<file path="config.mk">
export PLATFORM = sky130hd
export DESIGN_NAME = seq_pipe_addtree
export DESIGN_NICKNAME = d
export VERILOG_FILES = /design/src/rtl/seq_pipe_addtree.sv
export SDC_FILE = /design/constraint.sdc
export NUM_CORES = 1
export LEC_CHECK = 0
export CORE_MARGIN = 2
export CORE_UTILIZATION = 40
export CTS_CLUSTER_DIAMETER = 100
export DETAILED_ROUTE_END_ITERATION = 10
export GPL_TIMING_DRIVEN = 0
export PLACE_DENSITY_LB_ADDON = 0.08
export SETUP_SLACK_MARGIN = 0.05
export SYNTH_ARGS = -nofsm -noshare
export SYNTH_HDL_FRONTEND = slang
export SYNTH_SLANG_ARGS = --single-unit
export TNS_END_PERCENT = 10
</file>
<file path="constraint.sdc">
create_clock -name clk -period 3.1 [get_ports clk]
set_input_delay 0.31 -clock clk [delete_from_list [all_inputs] [get_ports clk]]
set_output_delay 0.31 -clock clk [all_outputs]
set_load 0.02 [all_outputs]
</file>
<file path="src/rtl/seq_pipe_addtree.sv">
// Elastic pipelined adder tree: NIN lanes of W bits reduced to one W-bit sum.
// Result is wrapped or saturated at the output, with a full-precision overflow flag.
module seq_pipe_addtree #(
  parameter int NIN = 4,
  parameter int W   = 8,
  parameter int SAT = 0
) (
  input  logic             clk,
  input  logic             reset_n,
  input  logic             flush,
  input  logic             in_val,
  output logic             in_rdy,
  input  logic [NIN*W-1:0] in_data,
  output logic             out_val,
  input  logic             out_rdy,
  output logic [W-1:0]     out_sum,
  output logic             out_ovf
);

  localparam int LEVELS = $clog2(NIN);
  localparam int LAST   = LEVELS - 1;
  localparam int TW     = W + LEVELS;

  logic [LEVELS-1:0] v_reg;
  logic [LEVELS-1:0] v_next;
  logic [LEVELS-1:0] adv;
  logic [TW-1:0]     total;

  // A stage may advance when it or any stage downstream of it has a free slot.
  // Written flat rather than as a chain so no signal depends on itself.
  generate
    for (genvar gi = 0; gi < LEVELS; gi++) begin : g_adv
      assign adv[gi] = out_rdy || !(&v_reg[LEVELS-1:gi]);
    end
  endgenerate

  assign in_rdy  = adv[0] && !flush;
  assign out_val = v_reg[LAST];

  always_comb begin
    v_next = v_reg;
    if (adv[0]) begin
      v_next[0] = in_val && in_rdy;
    end
    for (int k = 1; k < LEVELS; k++) begin
      if (adv[k]) begin
        v_next[k] = v_reg[k-1];
      end
    end
    if (flush) begin
      v_next = '0;
    end
  end

  always_ff @(posedge clk or negedge reset_n) begin
    if (!reset_n) begin
      v_reg <= '0;
    end else begin
      v_reg <= v_next;
    end
  end

  // Stage gi holds NIN>>gi partial sums of W+gi bits each, so nothing is lost
  // until the final output.
  generate
    for (genvar gi = 0; gi < LEVELS; gi++) begin : g_stage
      localparam int LW = W + gi;
      localparam int NL = NIN >> gi;

      logic [LW-1:0] lane_reg  [NL];
      logic [LW-1:0] lane_next [NL];

      for (genvar li = 0; li < NL; li++) begin : g_lane
        if (gi == 0) begin : g_in
          assign lane_next[li] = in_data[li*W +: W];
        end else begin : g_add
          assign lane_next[li] = {1'b0, g_stage[gi-1].lane_reg[2*li]}
                               + {1'b0, g_stage[gi-1].lane_reg[2*li+1]};
        end
      end

      always_ff @(posedge clk or negedge reset_n) begin
        if (!reset_n) begin
          for (int i = 0; i < NL; i++) begin
            lane_reg[i] <= '0;
          end
        end else if (adv[gi]) begin
          for (int i = 0; i < NL; i++) begin
            lane_reg[i] <= lane_next[i];
          end
        end
      end
    end
  endgenerate

  // The last tree level is combinational from the final register stage.
  assign total   = {1'b0, g_stage[LAST].lane_reg[0]} + {1'b0, g_stage[LAST].lane_reg[1]};
  assign out_ovf = |total[TW-1:W];

  generate
    if (SAT != 0) begin : g_sat
      assign out_sum = out_ovf ? {W{1'b1}} : total[W-1:0];
    end else begin : g_wrap
      assign out_sum = total[W-1:0];
    end
  endgenerate

endmodule
</file>
# Yosys cells after proc, flatten, opt, wreduce, memory -nomap -nowiden
# Index checks and enable logic that the tools add are counted.
[word_totals]
out_inout_bits = 11
reg_bits = 52
wordCells = 25
input_bits = 37
[op_classes]
n_reduce_logical = 11
n_addsub = 3
n_mux = 3
[ops]
columns = ["cell", "count"]
rows = [
  ["adder 8 x 8 -> 9 bit", 2],
  ["adder 9 x 9 -> 10 bit", 1],
  ["nonzero test 2 bit", 2],
  ["zero test 1 bit", 3],
  ["logical AND 1 bit", 2],
  ["logical OR 1 bit", 2],
  ["2-to-1 mux 1 bit", 2],
  ["2-to-1 mux 2 bit", 1],
  ["AND reduction 2 bit", 1],
  ["OR reduction 2 bit", 1],
]

# Logic depth before layout (Yosys ltp)
[depth]
depth_word = 7
depth_mapped = 6
ltp_nobuf = 6

# Worst setup path before layout
# OpenSTA, ideal clock, no wires.
[synth_path]
path_kind = "flip-flop to output port"
from = "reg g_stage[1].lane_reg[0] in the netlist's numbering"
to = "out out_ovf"
required_ns = 2.790
stages_incl_launch_ff = 7
n_path_buf = 0
slack_ns = 0.911
t_arrival_ns = 1.879
path_cell_list = "dfrtp_1 -> ha_1 -> fa_1 -> a211oi_1 -> o21ai_0 -> o2111ai_1 -> mux2i_1"
[synth_between]
elab_chain_cells = 2
[synth_lines]
columns = ["element", "line_no", "rtl"]
rows = [
  ["from (decl)", "70", "logic [LW-1:0] lane_reg [NL];"],
  ["from (signal, indexed assignment)", "89", "lane_reg[i] <= lane_next[i];"],
  ["adder 9 x 9 -> 10 bit", "97", "assign total = {1'b0, g_stage[LAST].lane_reg[0]} + {1'b0, g_stage[LAST].lane_reg[1]};"],
  ["OR reduction 2 bit", "98", "assign out_ovf = |total[TW-1:W];"],
  ["to (decl)", "17", "output logic out_ovf"],
]
# Every way passes these cells.

# Worst setup path in the final report
[layout_path]
from = "reg g_stage[1].lane_reg[1] in the netlist's numbering"
to = "out out_sum[7]"
[layout_between]
elab_chain_cells = 1
[layout_lines]
columns = ["element", "line_no", "rtl"]
rows = [
  ["adder 9 x 9 -> 10 bit", "97", ""],
  ["to (decl)", "16", "output logic [W-1:0] out_sum,"],
]
# Every way passes these cells.

==> metrics.txt <==
Final GP Congestion 0.784; Critical Path Start Type flip-flop; Reg2Reg Depth 6; CTS Root Cell clkbuf_8; Vert. Die Dim 90.9 um; setup tns final 0 ps; post-route minimum period 2800 ps; pin count of the biggest net entering global routing 38; TritonCTS buffer count 5; Critical Path Fanout Max 3; Slew Limit Fails 0; largest family of logic cells by synthesized area multiplexers; EDFF count, synth 0; Tcrit/Tclk final 90.4%; Sink Count 52; dpl ws 404 ps; Synth top cells by count 52 x dfrtp_1, 30 x mux2_4, 25 x ha_1; die area 8260 um^2; # fillers 715; Syn Area/Cell 11.7 um^2; layout cells sized above 1 16.8%; WP data required 2790 ps; Syn-to-layout area delta 24.1%; H-tree levels 2; crit path DAT 2490 ps; Synth top area share 43.1%; Synth Area in XOR/XNOR 4.06%; Power Total 2.11 mW; WHS 450 ps; FF-to-FF End g_stage[1].lane_reg[15]; clk_lat worst skew 310 ps; PnR worst setup slack 297 ps; vias in the first global route 2020; post-route ant nets 0; worst hold-check path type in2async; Initial Util 41.4%; reg-to-reg slack, setup 1150 ps; Mapped Nets 323; simple-gate portion of the synthesized area 8.75%; maximum buffer depth of the clock tree 2; Compound-Gate Fraction of Synth Area 13.2%; max_cap viols 0; largest cells by area after synthesis dfrtp_1 43%, mux2_4 15%, ha_1 10%; highest clock rate 357 MHz; Worst setup EP type primary output; # diodes 0; Overflow after GRT 0; RSZ-0062 raised after global routing false; Clock Skews 11.7 ps; # Post-CTS Setup Buffers 0; # rows 31; relative slew slack 73.2%; port bufs 47; Pre-Repair DR Iteration Count 4; Via density 5.09; 1st-iter DRT viols 94; post-synth cell types 34; leakage 1.73 nW; Worst VDD drop 0.000218 V; global-route wire length before repair 9680 um; Mapped Area 3020 um^2; die extent in x 90.9 um; DR DRC count 0; final setup fails 0; initial antenna violation count 0; post-synthesis mux area share 16.0%; Core Area 7290 um^2; clock transition at the registers of the reported paths 90 ps; Synth area leader dfrtp_1; type of the worst setup path reg2out; flops & latches, synth 52; Cells after Synth 258; Synth Area in Adders 12.4%; final wirelength 5740 um; GRT Resource Usage Total 14.5%; Slew @ Worst Pin 392 ps; I/O pins 48; routed vias 2108; max FFs per register 50; CP startpoint g_stage[1].lane_reg[1]; final hold violation count 0; asr flop ratio synth 100%; Synth Flop Type dfrtp_1; sequential share of the synthesized area 43.1%; most numerous cell in the Yosys netlist dfrtp_1; nets@finish 379; outcome finished clean; Avg WL per Cell 13.9 um; CTS tree yes; P per Cell Area 564 nW/um^2; post-DP HPWL 4570 um; yosys warns 0; FF-to-FF Start g_stage[0].lane_reg[16]
[critical path, stage by stage (launching register included)]
cell	delay [ps]
dfrtp_1	430
ha_1	320
a211oi_1	310
o21ai_0	180
a22oi_1	190
xnor2_1	140
clkdlybuf4s50_1	610
[cell type report]
type                       count  area (um^2)  area share, %
clock inverter                 2         35.0          0.935
sequential                    52         1300           34.7
timing repair buffer          49          497           13.3
multi-input combinational    194         1640           43.8
tap                           99          124           3.31
inverter                       4         15.0          0.401
buffer                         8         61.3           1.64
clock buffer                   6         72.6           1.94
[cell families after synthesis]
logic type                 Yosys count
AOI/OAI and AO/OA                   62
and+or+nand+nor                     57
DFF                                 52
muxes                               33
adders and majority gates           28
xor gates and xnor gates            14
buffers and inverters               12
[per-stage QoR]
step                      util [%]  instance area (um^2)  std cells
after global routing          51.4                  3750        414
final                         51.4                  3750        414
after detailed placement      49.7                  3630        405
after CTS                     51.3                  3740        414
after floorplan                  -                  3020        258
after global placement        49.5                  3610        404
[cells in the final DEF (no fill, tap or decap), types with 3 or more instances in the layout]
cell type / count
dfrtp_1: 52
clkdlybuf4s50_1: 44
mux2_4: 30
ha_1: 25
nand2_1: 22
a21oi_1: 19
nor2_1: 19
o21ai_0: 13
xnor2_1: 13
a211oi_1: 6
nor3_1: 6
o211ai_1: 6
buf_2: 5
clkbuf_8: 5
a21o_1: 4
o21a_1: 4
inv_1: 4
o21bai_1: 3
buf_6: 3
fa_1: 3
[worst max-delay path by stage]
stage / end / slack (ps) / cells past startpoint
final: out_sum[7] / 300 / 6
after global routing: out_sum[4] / 140 / 6
after CTS: out_sum[6] / 140 / 7
after detailed placement: out_ovf / 400 / 7
after global placement: g_stage[0].lane_reg[15] / 120 / 1
after floorplan: out_ovf / 910 / 6
[where the power goes]
part	internal [mW]	leakage [nW]	switching (mW)
clock	0.240	0.0552	0.224
sequential	0.751	0.609	0.0524
combinational	0.433	1.07	0.411
total	1.42	1.73	0.688
[what timing repair did]
action | 4_1_cts | 5_1_grt
cloned | 0 | 0
hold buffers | 1 | 0
endpoints found under the hold margin | 15 | 0
setup endpoints to repair | 1 | 1
gates resized for setup | 1 | 1
[routing by layer]
metal / wire length [um] / track usage, % / up-vias
met1: 2890 / 21.2 / 1011
met2: 2530 / 21.8 / 45
met4: 67 / 4.17 / 0
met5: 0 / 0 / -
li1: - / - / 1045
met3: 250 / 2.92 / 7
(Power assumes the default switching activity.)
